**src/rtl/fetch_decode_unit.sv**
```systemverilog
// ============================================================================
// fetch_decode_unit : credit-limited in-order fetch, DEPTH-entry instruction
//                     queue and combinational decode of the queue head.
// Revision: 1.0
// ============================================================================
`default_nettype none

module fetch_decode_unit #(
  parameter int              XLEN     = 32,
  parameter int              ILEN     = 32,
  parameter int              DEPTH    = 4,
  parameter logic [XLEN-1:0] RESET_PC = '0
) (
  input  logic            clk_i,
  input  logic            rst_ni,
  output logic            imem_req_valid_o,
  input  logic            imem_req_ready_i,
  output logic [XLEN-1:0] imem_req_addr_o,
  input  logic            imem_rsp_valid_i,
  input  logic [ILEN-1:0] imem_rsp_data_i,
  input  logic            redirect_valid_i,
  input  logic [XLEN-1:0] redirect_pc_i,
  output logic            dec_valid_o,
  input  logic            dec_ready_i,
  output logic [XLEN-1:0] dec_pc_o,
  output logic [6:0]      dec_opcode_o,
  output logic [9:0]      dec_func_o,
  output logic [XLEN-1:0] dec_valC_o,
  output logic [4:0]      dec_rs1_o,
  output logic [4:0]      dec_rs2_o,
  output logic [4:0]      dec_rd_o,
  output logic            dec_illegal_o
);

  localparam int AW = $clog2(DEPTH);
  localparam int CW = AW + 1;

  localparam logic [AW-1:0] C_PTR_ONE = AW'(1);
  localparam logic [CW-1:0] C_CNT_ONE = CW'(1);

  localparam logic [6:0] C_OP     = 7'b0110011;
  localparam logic [6:0] C_OP_IMM = 7'b0010011;
  localparam logic [6:0] C_LUI    = 7'b0110111;
  localparam logic [6:0] C_AUIPC  = 7'b0010111;
  localparam logic [6:0] C_JAL    = 7'b1101111;
  localparam logic [6:0] C_JALR   = 7'b1100111;
  localparam logic [6:0] C_BRANCH = 7'b1100011;
  localparam logic [6:0] C_LOAD   = 7'b0000011;
  localparam logic [6:0] C_STORE  = 7'b0100011;

  logic [XLEN-1:0] pc_q;
  logic [CW-1:0]   count_q;
  logic [CW-1:0]   inflight_q;
  logic [CW-1:0]   discard_q;
  logic [AW-1:0]   q_rd_q;
  logic [AW-1:0]   q_wr_q;
  logic [AW-1:0]   f_rd_q;
  logic [AW-1:0]   f_wr_q;

  logic [XLEN-1:0] q_pc_q   [DEPTH];
  logic [ILEN-1:0] q_inst_q [DEPTH];
  logic [XLEN-1:0] f_pc_q   [DEPTH];

  logic [CW:0]     w_occ;
  logic            w_credit;
  logic            w_req_fire;
  logic            w_rsp_keep;
  logic            w_pop;
  logic            w_unused;

  // Outstanding requests plus buffered words never exceed the queue size.
  assign w_occ            = {1'b0, inflight_q} + {1'b0, count_q};
  assign w_credit         = w_occ < (CW+1)'(DEPTH);
  assign imem_req_valid_o = rst_ni && !redirect_valid_i && w_credit;
  assign imem_req_addr_o  = pc_q;
  assign w_req_fire       = imem_req_valid_o && imem_req_ready_i;
  assign w_rsp_keep       = imem_rsp_valid_i && (discard_q == '0);
  assign dec_valid_o      = (count_q != '0);
  assign w_pop            = dec_valid_o && dec_ready_i;
  assign w_unused         = ^redirect_pc_i[1:0];

  always_ff @(posedge clk_i or negedge rst_ni) begin
    if (!rst_ni) begin
      pc_q       <= RESET_PC;
      count_q    <= '0;
      inflight_q <= '0;
      discard_q  <= '0;
      q_rd_q     <= '0;
      q_wr_q     <= '0;
      f_rd_q     <= '0;
      f_wr_q     <= '0;
    end else if (redirect_valid_i) begin
      // Everything still outstanding after this edge belongs to the old path.
      pc_q       <= {redirect_pc_i[XLEN-1:2], 2'b00};
      count_q    <= '0;
      q_rd_q     <= '0;
      q_wr_q     <= '0;
      f_rd_q     <= '0;
      f_wr_q     <= '0;
      inflight_q <= inflight_q - CW'(imem_rsp_valid_i);
      discard_q  <= inflight_q - CW'(imem_rsp_valid_i);
    end else begin
      if (w_req_fire) begin
        pc_q   <= pc_q + XLEN'(4);
        f_wr_q <= f_wr_q + C_PTR_ONE;
      end
      inflight_q <= inflight_q + CW'(w_req_fire) - CW'(imem_rsp_valid_i);
      if (imem_rsp_valid_i) begin
        if (discard_q != '0) begin
          discard_q <= discard_q - C_CNT_ONE;
        end else begin
          f_rd_q <= f_rd_q + C_PTR_ONE;
          q_wr_q <= q_wr_q + C_PTR_ONE;
        end
      end
      if (w_pop) begin
        q_rd_q <= q_rd_q + C_PTR_ONE;
      end
      count_q <= count_q + CW'(w_rsp_keep) - CW'(w_pop);
    end
  end

  always_ff @(posedge clk_i) begin
    if (w_req_fire) begin
      f_pc_q[f_wr_q] <= pc_q;
    end
    if (!redirect_valid_i && w_rsp_keep) begin
      q_pc_q[q_wr_q]   <= f_pc_q[f_rd_q];
      q_inst_q[q_wr_q] <= imem_rsp_data_i;
    end
  end

  logic [ILEN-1:0] w_inst;
  logic [XLEN-1:0] w_valc;
  logic [4:0]      w_rs1;
  logic [4:0]      w_rs2;
  logic [4:0]      w_rd;
  logic            w_illegal;

  assign w_inst = q_inst_q[q_rd_q];

  always_comb begin
    w_valc    = '0;
    w_rs1     = '0;
    w_rs2     = '0;
    w_rd      = '0;
    w_illegal = 1'b0;
    case (w_inst[6:0])
      C_OP: begin
        w_rs1 = w_inst[19:15];
        w_rs2 = w_inst[24:20];
        w_rd  = w_inst[11:7];
      end
      C_OP_IMM, C_JALR, C_LOAD: begin
        w_rs1  = w_inst[19:15];
        w_rd   = w_inst[11:7];
        w_valc = {{(XLEN-11){w_inst[31]}}, w_inst[30:20]};
      end
      C_LUI, C_AUIPC: begin
        w_rd   = w_inst[11:7];
        w_valc = {{(XLEN-31){w_inst[31]}}, w_inst[30:12], 12'b0};
      end
      C_JAL: begin
        w_rd   = w_inst[11:7];
        w_valc = {{(XLEN-20){w_inst[31]}}, w_inst[19:12], w_inst[20],
                  w_inst[30:21], 1'b0};
      end
      C_BRANCH: begin
        w_rs1  = w_inst[19:15];
        w_rs2  = w_inst[24:20];
        w_valc = {{(XLEN-12){w_inst[31]}}, w_inst[7], w_inst[30:25],
                  w_inst[11:8], 1'b0};
      end
      C_STORE: begin
        w_rs1  = w_inst[19:15];
        w_rs2  = w_inst[24:20];
        w_valc = {{(XLEN-11){w_inst[31]}}, w_inst[30:25], w_inst[11:7]};
      end
      default: begin
        w_illegal = 1'b1;
      end
    endcase
  end

  assign dec_pc_o      = dec_valid_o ? q_pc_q[q_rd_q] : '0;
  assign dec_opcode_o  = dec_valid_o ? w_inst[6:0] : '0;
  assign dec_func_o    = dec_valid_o ? {w_inst[31:25], w_inst[14:12]} : '0;
  assign dec_valC_o    = dec_valid_o ? w_valc : '0;
  assign dec_rs1_o     = dec_valid_o ? w_rs1 : '0;
  assign dec_rs2_o     = dec_valid_o ? w_rs2 : '0;
  assign dec_rd_o      = dec_valid_o ? w_rd : '0;
  assign dec_illegal_o = dec_valid_o && w_illegal;

endmodule

`default_nettype wire
```
**config.mk**
```make
export PLATFORM = sky130hd
export DESIGN_NAME = fetch_decode_unit
export DESIGN_NICKNAME = d
export VERILOG_FILES = /design/src/rtl/fetch_decode_unit.sv
export SDC_FILE = /design/constraint.sdc
export NUM_CORES = 1
export LEC_CHECK = 0
export ABC_AREA = 1
export BUFFER_PORTS_ARGS = -buffer_cell sky130_fd_sc_hd__buf_2
export CAP_MARGIN = 20
export CORE_MARGIN = 1
export CORE_UTILIZATION = 50
export DETAILED_ROUTE_END_ITERATION = 6
export GPL_TIMING_DRIVEN = 0
export PLACE_DENSITY = 0.73
export SYNTH_ARGS = -nofsm -noshare
export SYNTH_HDL_FRONTEND = slang
export SYNTH_SLANG_ARGS = --single-unit
```
**constraint.sdc**
```tcl
create_clock -name clk_i -period 4.2 [get_ports clk_i]
set_clock_uncertainty 0.05 [all_clocks]
set_input_delay 0.42 -clock clk_i [delete_from_list [all_inputs] [get_ports clk_i]]
set_output_delay 0.42 -clock clk_i [all_outputs]
set_load 0.01 [all_outputs]
```
==> results of run 1 <==
## cell type report
type	instances	area, um^2	share of cell area
diodes	2	5.00	0.000238
plain buffers	84	410	0.0195
clock buffers	62	1220	0.0581
clock inverters	15	100	0.00476
inverters	92	350	0.0167
multi-input cells	986	4900	0.233
flip-flops and latches	415	12200	0.581
well taps	455	569	0.0271
repair buffers	207	1240	0.0592
## through the flow
stage / instance area, um^2 / hold WS [ns] / utilization / power [mW] / worst slack, ns
after global routing: 21000 / 0.0394 / 0.604 / 12.4 / 0.160
final: 21000 / 0.0540 / 0.604 / 11.8 / 0.351
after detailed placement: 19700 / 0.380 / 0.566 / 8.34 / 0.225
after CTS: 21000 / 0.0392 / 0.604 / 11.9 / 0.218
after global placement: 19400 / 0.503 / 0.556 / 8.24 / -2.09
after floorplan: 17800 / 0.0744 / - / 7.01 / 0.0497
## layout by cell type (no fill, tap or decap), types with 7 or more instances in the layout
master	count
clkbuf_16	46
buf_12	10
ha_1	19
edfxtp_1	368
inv_1	84
buf_4	9
a32oi_1	19
a21oi_2	10
nor2_4	9
nand2_2	12
nand2_1	273
clkbuf_1	56
o211ai_1	13
a21oi_1	82
o22ai_1	30
buf_1	10
nand3_1	55
xor2_1	13
buf_2	211
o21ai_0	136
nor2_1	256
clkinv_2	7
dfrtp_1	47
nor3_1	8
xnor2_1	8
## state kept, by name, summed over array words and instances, names as in the netlist
register         flops
count_q              3
q_inst_q           128
discard_q            3
q_pc_q             120
q_rd_q               2
f_wr_q               2
f_rd_q               2
f_pc_q             120
inflight_q           3
q_wr_q               2
imem_req_addr_o     30
## what timing repair did
action / 4_1_cts / 5_1_grt
resized for setup: 0 / 1
endpoints found under the setup margin: 0 / 1
hold endpoints to repair: 19 / 0
hold buffers: 1 / 0
## tightest hold or removal path, delay by kind of cell
family	cells	cell delay, ns
buf+inv	1	0.08
simple gates	2	0.10
## power groups by stage
| stage | Sequential, mW | Combinational, mW | Clock (mW) |
|---|---|---|---|
| after floorplan | 5.10 | 1.91 | 0 |
| after global placement | 5.14 | 3.10 | 0 |
| after detailed placement | 5.14 | 3.20 | 0 |
| after CTS | 5.06 | 3.22 | 3.59 |
| after global routing | 5.09 | 3.55 | 3.76 |
| final | 5.06 | 3.23 | 3.55 |
## layer usage
metal	GRT usage	vias to the layer above	wire length, um
li1	-	5994	-
met1	0.315	6092	17900
met2	0.417	513	21600
met3	0.0355	78	2920
met4	0.0717	8	1110
met5	0	-	55
## path summary, 6_finish.rpt
check                                 endpoint  slack [ns]  cells past startpoint
max                              inflight_q[2]        0.35                     15
min                        imem_req_addr_o[31]        0.05                      3
max reg2reg                      inflight_q[2]        0.61                     14
min reg2reg                       discard_q[0]        0.54                      3
max in group asynchronous            q_rd_q[1]        3.31                      3
min in group asynchronous   imem_req_addr_o[9]        0.30                      2
## logic make-up after synthesis
logic type               synth area share
AND/OR/NAND/NOR                     0.147
flip-flops                          0.686
AO/OA/AOI/OAI                      0.0983
buffers and inverters              0.0427
XOR/XNOR                           0.0103
adder cells (fa/ha/maj)            0.0156
other                            0.000210
==> out/metrics.yaml, run 1 <==
outcome:
  status: "completed"
die:
  dieHeight_um: 191
  rows: 68
  dieArea_um2: 36400
  io_pins: 201
  die_w_um: 191
  core_area_um2: 34800
  initial_utilization: 0.512
timing:
  slew_violations: 0
  relSlewSlack: 0.351
  finalCritPeriodShare: 0.916
  setup_viol: 0
  period_needed_ns: 3.85
  max_freq_ghz: 0.260
  tightest_slew_ns: 0.974
  final-hold-violation-count: 0
  rsz0062_at_grt: "false"
  timing.setup.tns_ns: 0
synthesis:
  synth_top_area_frac: 0.620
  synth.area.top_cells: "edfxtp_1 62%, dfrtp_1 6.6%, nand2_1 5.8%"
  yosys.cell_types.count: 46
  yosys.area.top_type: "edfxtp_1"
  ys.flop_type: "edfxtp_1"
  syn_area_per_cell_um2: 11.3
  synth.most_common_cell: "edfxtp_1"
  yosysWarnings: 0
  ys_seq_area_frac: 0.686
  async_reset_ff_frac: 0.113
  synthTopCellsByCount: "368 x edfxtp_1, 273 x nand2_1, 264 x nor2_1"
  syn-instance-count: 1574
  synth_enable_flop_cells: 368
  netlist_area_um2: 17800
  ys_ff_latch: 415
detailed_routing:
  viasPerCell: 5.47
  detail-route-antenna-nets: 0
  wire_per_inst_um: 18.8
  drc: 0
  drt-total-wl_um: 43500
  dr.pass1.iters: 5
  num_vias: 12700
  drt_iter0_markers: 1205
critical_path:
  critPathSlowestCell: "dlygate4sd3_1"
  startpoint_type: "input port"
  crit_buf_inv: 5
  cp_top_family: "buffers and inverters"
  cpPeakStageDelay_ns: 0.53
  cp.arrival_ns: 4.26
  worstPathCellList: "dlygate4sd3_1 > clkbuf_4 > buf_12 > nand2_1 > nor3_2 > nand2_1 > clkbuf_1 > ha_1 > inv_1 > ha_1 > fa_1 > xnor2_1 > xor2_1 > nand2_1 > nand2_1"
  rr_startpoint: "count_q[1]"
  worstSetupStartpoint: "rst_ni"
  path_class: "input port to register"
  cp.required_ns: 4.61
  critPathMaxFanout: 29
  cp_common_cell: "nand2_1"
  setup.worst_path.end_class: "register"
layout:
  final_cells: 2318
  drive_gt1_frac: 0.189
  final_nets: 1919
  syn_to_final_growth_pct: 18.0
  n_fill_cell: 2722
power:
  combPwrFrac: 0.273
  p_leak_nw: 8.22
  max-vdd-ir-drop_v: 0.000303
  power.internal_mw: 7.92
  switching_share: 0.331
  power_frac_seq: 0.427
  p_clk_frac: 0.300
  netSwitchingPower_mw: 3.93
  power_density_nw_per_um2: 563
global_routing:
  grt_pass1_wl_um: 66800
  grt_pass1_vias: 12100
  antenna_found_initial: 5
  track_usage: 0.241
  overflow: 0
  grt_max_degree: 31
clocking:
  post-cts-setup-buffer-count: 0
  cts_tree: "yes"
  cts_sinks: 415
  clock_latency_ns: 0.53
  cts_max_path_buffers: 3
  cts_root_buffer: "clkbuf_16"
  ctsHtreeMaxLevel: 2
  clkTransAtPathRegs_ns: 0.06
  numCtsBuffers: 42
worst_hold_path:
  hold_path.class: "input port to register"
  worstHoldStart: "redirect_pc_i[31]"
placement:
  gp_congestion: 0.887
  portBuffers: 193
  place.detailed.hpwl_um: 29400
  dp_cells: 2237
job:
  cap_violations: 0
No activity file was read; power rests on OpenSTA's default activity.
==> run 2, diff against run 1 <==
--- a/config.mk
+++ b/config.mk
@@ -13,6 +13,7 @@
 export DETAILED_ROUTE_END_ITERATION = 6
 export GPL_TIMING_DRIVEN = 0
 export PLACE_DENSITY = 0.73
+export RECOVER_POWER = 50
 export SYNTH_ARGS = -nofsm -noshare
 export SYNTH_HDL_FRONTEND = slang
 export SYNTH_SLANG_ARGS = --single-unit
==> run 2 against run 1 <==
  * The run now ends with max-capacitance violations, max-slew violations left
  * Power shrank 0.31%
  * Register-to-register slack gained 0.02 ns
  * Combinational power shrank 1%
  * First-iteration DRC count grew 5.8%
  * Design area shrank 0.51%
  * Via count shrank 0.40%
  * Sequential power is essentially flat
  * Maximum frequency grew 0.28%
  * Utilization shrank 0.31 points
  * Global-route usage is the same
  * Largest power group unchanged
==> out/metrics.yaml, run 2 (same netlist as run 1, synthesis figures left out) <==
detailed_routing:
  drt_iter0_markers: 1275
  viasPerCell: 5.45
  drc: 0
  wl_met1_um: 17900
  wl_met3_um: 2890
  highest_layer: "met5"
  num_vias: 12600
  route.met2.wl_um: 21500
  drt-total-wl_um: 43400
  detail-route-antenna-nets: 0
  wire_per_inst_um: 18.7
  dr.pass1.iters: 5
layout:
  final_nets: 1919
  syn_to_final_growth_pct: 17.4
  top_regs: "q_inst_q (128), f_pc_q (120), q_pc_q (120)"
  stdcell_area_um2: 20900
  layout_commonest_cell: "edfxtp_1"
  drive_gt1_frac: 0.152
  largest_reg_flops: 128
  regMostFlops: "q_inst_q"
  final_cell_mix: "368 x edfxtp_1, 273 x nand2_1, 258 x nor2_1"
worst_hold_path:
  hold_path.class: "input port to register"
timing:
  max_freq_ghz: 0.261
  rsz0062_at_grt: "false"
  final-hold-violation-count: 0
  relSlewSlack: -0.0677
  hold_slack_ns: 0.0504
  timing.setup.tns_ns: 0
  tightest_slew_ns: 1.60
  slew_violations: 27
  setup_viol: 0
  period_needed_ns: 3.84
  finalCritPeriodShare: 0.914
  fin_ws_ns: 0.362
clocking:
  cts_tree: "yes"
  cts_root_buffer: "clkbuf_16"
  cts_sinks: 415
  ctsHtreeMaxLevel: 2
  clock_latency_ns: 0.53
  clkTransAtPathRegs_ns: 0.06
  numCtsBuffers: 42
  cts_max_path_buffers: 3
power:
  max-vdd-ir-drop_v: 0.000303
  power.internal_mw: 7.89
  switching_share: 0.332
  combPwrFrac: 0.270
  power_frac_seq: 0.429
  netSwitchingPower_mw: 3.92
  p_leak_nw: 8.03
  power_density_nw_per_um2: 564
  p_clk_frac: 0.301
placement:
  placed_cell_area_um2: 19700
  place.detailed.hpwl_um: 29400
  gp_congestion: 0.887
  place_ws_ns: 0.225
  portBuffers: 193
die:
  rows: 68
  core_area_um2: 34800
  dieArea_um2: 36400
  die_w_um: 191
  initial_utilization: 0.512
  io_pins: 201
  dieHeight_um: 191
global_routing:
  overflow: 0
  grt_pass1_wl_um: 66800
  antenna_found_initial: 2
  track_usage: 0.241
  grt_pass1_vias: 12100
  grt_max_degree: 31
critical_path:
  setup.worst_path.end_class: "register"
  cp.required_ns: 4.62
  startpoint_type: "input port"
  critPathMaxFanout: 29
  cp.arrival_ns: 4.25
  path_class: "input port to register"
job:
  cap_violations: 2
outcome:
  violations: "max-capacitance violations, max-slew violations"
  status: "complete, but fails checks"
[run 2: changes by cell type in the layout (fill, tap and decap cells not counted), sizes merged]
cell | previous run | this run
buf | 248 | 182
clkbuf | 104 | 170
diode | 2 | 1
[run 2: area by class of cell]
type | instances | area (um^2)
inverter | 92 | 350
timing repair buffer | 207 | 1160
buffer | 84 | 408
multi-input combinational | 986 | 4890
fill | 2758 | 13900
clock buffer | 62 | 1220
tap | 455 | 569
antenna | 1 | 2.50
sequential | 415 | 12200
clock inverter | 15 | 100
[run 2: per-layer routing]
layer | vias up | GRT usage
met2 | 510 | 0.417
met1 | 6060 | 0.315
met3 | 69 | 0.0355
met4 | 4 | 0.0717
li1 | 5991 | -
met5 | - | 0
[run 2: metrics by stage]
step	std cells	util	power, mW
after floorplan	1577	-	7.01
after global placement	2225	0.556	8.24
after detailed placement	2237	0.566	8.34
after CTS	2315	0.604	11.9
after global routing	2316	0.601	12.4
final	2317	0.601	11.8
[run 2: worst max-delay path: stages]
cell and delay, ns:
dlygate4sd3_1 0.53, clkbuf_4 0.34, buf_12 0.24, nand2_1 0.09, nor3_2 0.24, nand2_1 0.27
clkbuf_1 0.49, ha_1 0.45, inv_1 0.04, ha_1 0.18, fa_1 0.39, xnor2_1 0.22
xor2_1 0.16, nand2_1 0.07, nand2_1 0.09
[run 2: worst paths after layout]
check,startpoint,to,slack [ns],cells past startpoint
min in group asynchronous,rst_ni,imem_req_addr_o[9],0.31,2
worst max register to register,count_q[1],inflight_q[2],0.63,14
worst max-delay path,rst_ni,inflight_q[2],0.36,15
max in group asynchronous,rst_ni,q_rd_q[1],3.31,3
worst min-delay path,redirect_pc_i[31],imem_req_addr_o[31],0.05,3
worst min register to register,discard_q[0],discard_q[0],0.53,3
[run 2: repair_timing]
action	CTS	global route
endpoints found under the hold margin	19	0
setup endpoints to repair	0	1
resized for setup	0	1
hold buffers	1	0
buffers inserted	0	0
[run 2: power groups by stage]
stage	clock [mW]	combinational (mW)	sequential (mW)
floorplan	0	1.91	5.10
global placement	0	3.10	5.14
detailed placement	0	3.20	5.14
CTS	3.59	3.22	5.06
global route	3.76	3.51	5.10
finish	3.55	3.19	5.06
==> run 3, diff against run 2 <==
==> constraint.sdc (replaced) <==
create_clock -name clk_i -period 3.44 [get_ports clk_i]
set_clock_uncertainty 0.05 [all_clocks]
set_input_delay 0.344 -clock clk_i [delete_from_list [all_inputs] [get_ports clk_i]]
set_output_delay 0.344 -clock clk_i [all_outputs]
set_load 0.01 [all_outputs]
==> run 3 against run 2 <==
  * The flow now finishes without violations
  * Sequential share of layout area shrank 1.5 points
  * Clock power rose by 22%
  * Non-clock buffer count rose by 52
  * Die area is the same
  * Design area up 2.6%
  * Via count is 1.4% higher
  * First-iteration DRC count grew 0.86%
  * Worst hold slack worse by 0.037 ns
  * Sequential cell count did not move
  * Global-route usage is 0.28 points higher
  * Largest cell class unchanged
  * Largest power group unchanged
  * Highest routed layer is now met4
==> out/metrics.yaml, run 3 (same netlist as run 1, synthesis figures left out) <==
clocking:
  ctsHtreeMaxLevel: 2
  clock_latency_ns: 0.53
  post-cts-setup-buffer-count: 0
  cts_root_buffer: "clkbuf_16"
  cts_tree: "yes"
  clkTransAtPathRegs_ns: 0.06
  cts_max_path_buffers: 3
  numCtsBuffers: 42
  cts_sinks: 415
critical_path:
  worstPathCellList: "dlygate4sd3_1 > clkbuf_1 > buf_12 > nand2_1 > nor3_2 > nand2_2 > buf_2 > ha_1 > inv_1 > ha_1 > fa_1 > xnor2_1 > xor2_1 > nand2_1 > nand2_1"
  setup.worst_path.end_class: "register"
  critPathSlowestCell: "dlygate4sd3_1"
  critPathMaxFanout: 29
  path_class: "input port to register"
  cpPeakStageDelay_ns: 0.52
  cp_common_cell: "nand2_1"
  startpoint_type: "input port"
  cp.arrival_ns: 3.65
  cp.required_ns: 3.85
power:
  max-vdd-ir-drop_v: 0.000372
  p_leak_nw: 8.26
  total_power_mw: 14.5
  power_density_nw_per_um2: 675
layout:
  stdcell_area_um2: 21500
  syn_to_final_growth_pct: 20.5
  seqCellArea_um2: 12200
  antenna_cells: 0
  drive_gt1_frac: 0.150
  n_fill_cell: 2709
  final_nets: 1971
  multiInputGateArea_um2: 4900
  largest_reg_flops: 128
  final_cell_mix: "368 x edfxtp_1, 272 x nand2_1, 257 x nor2_1"
  regMostFlops: "q_inst_q"
  top_regs: "q_inst_q (128), f_pc_q (120), q_pc_q (120)"
  layout_commonest_cell: "edfxtp_1"
  post-route-util: 0.617
global_routing:
  grt_max_degree: 31
  grt_pass1_vias: 12400
  grt-busiest-layer: "met2"
  met2_usage: 0.422
  antenna_found_initial: 0
  grt_pass1_wl_um: 67800
  grt_use_met3: 0.0339
  overflow: 0
  gr-usage-met1: 0.318
  track_usage: 0.244
detailed_routing:
  drc: 0
  drt-total-wl_um: 43700
  drt_iter0_markers: 1286
  num_vias: 12800
  viasPerCell: 5.41
  wire_per_inst_um: 18.4
  detail-route-antenna-nets: 0
  dr.pass1.iters: 5
timing:
  tightest_slew_ns: 0.930
  relSlewSlack: 0.378
  rsz0062_at_grt: "false"
  finalCritPeriodShare: 0.941
  slew_violations: 0
  setup_viol: 0
  final-hold-violation-count: 0
  timing.setup.tns_ns: 0
  max_freq_ghz: 0.309
  period_needed_ns: 3.24
placement:
  placed_cell_area_um2: 19700
  place.detailed.hpwl_um: 29400
  gp_congestion: 0.887
  portBuffers: 193
die:
  die_w_um: 191
  io_pins: 201
  dieHeight_um: 191
  rows: 68
  initial_utilization: 0.512
  core_area_um2: 34800
  dieArea_um2: 36400
job:
  cap_violations: 0
worst_hold_path:
  hold_path.class: "input port to register"
outcome:
  status: "completed"
## run 3: worst max-delay path, delay by kind of cell
| family | cells | cell delay, ns |
|---|---|---|
| simple gates | 5 | 0.71 |
| buf+inv | 5 | 1.28 |
| fa+ha+maj | 3 | 0.89 |
| xor+xnor | 2 | 0.38 |
## run 3: layout make-up
class / instances / share of cell area
repair buffers: 259 / 0.0784
multi-input cells: 986 / 0.228
clock buffers: 62 / 0.0569
clock inverters: 15 / 0.00466
well taps: 455 / 0.0265
flip-flops and latches: 415 / 0.570
inverters: 92 / 0.0163
plain buffers: 84 / 0.0191
## run 3: layer usage
metal  wire length (um)  vias to the layer above
li1                   -                     6089
met1              17900                     6134
met2              21700                      518
met3               2800                       74
met4               1250                        0
met5                  0                        -
## run 3: worst paths after layout
check	from	end	slack [ns]	cells after the start
max in group asynchronous	rst_ni	f_rd_q[1]	1.65	3
setup reg to reg	count_q[1]	inflight_q[2]	0.22	14
setup / recovery	rst_ni	inflight_q[2]	0.20	15
min in group asynchronous	rst_ni	imem_req_addr_o[2]	0.35	3
hold reg to reg	discard_q[0]	discard_q[0]	0.53	3
hold / removal	redirect_pc_i[28]	imem_req_addr_o[28]	0.01	3
## run 3: report_power, final
group	leakage, nW	switching (mW)	internal, mW
logic	3.71	2.73	1.23
clock network	0.645	1.80	2.54
registers	3.90	0.274	5.91
## run 3: timing repair
| action | 4_1_cts | 5_1_grt |
|---|---|---|
| gates resized for setup | 3 | 3 |
| endpoints found under the hold margin | 167 | 0 |
| endpoints found under the setup margin | 32 | 5 |
| hold buffers | 54 | 0 |
## run 3: per-stage QoR
stage,setup WS (ns),cells,hold slack (ns)
after global routing,0.0683,2368,0.0173
final,0.203,2368,0.0130
after floorplan,-0.710,1577,-0.00159
after CTS,0.0148,2368,0.000596
after detailed placement,-0.459,2237,0.304
after global placement,-2.85,2225,0.503
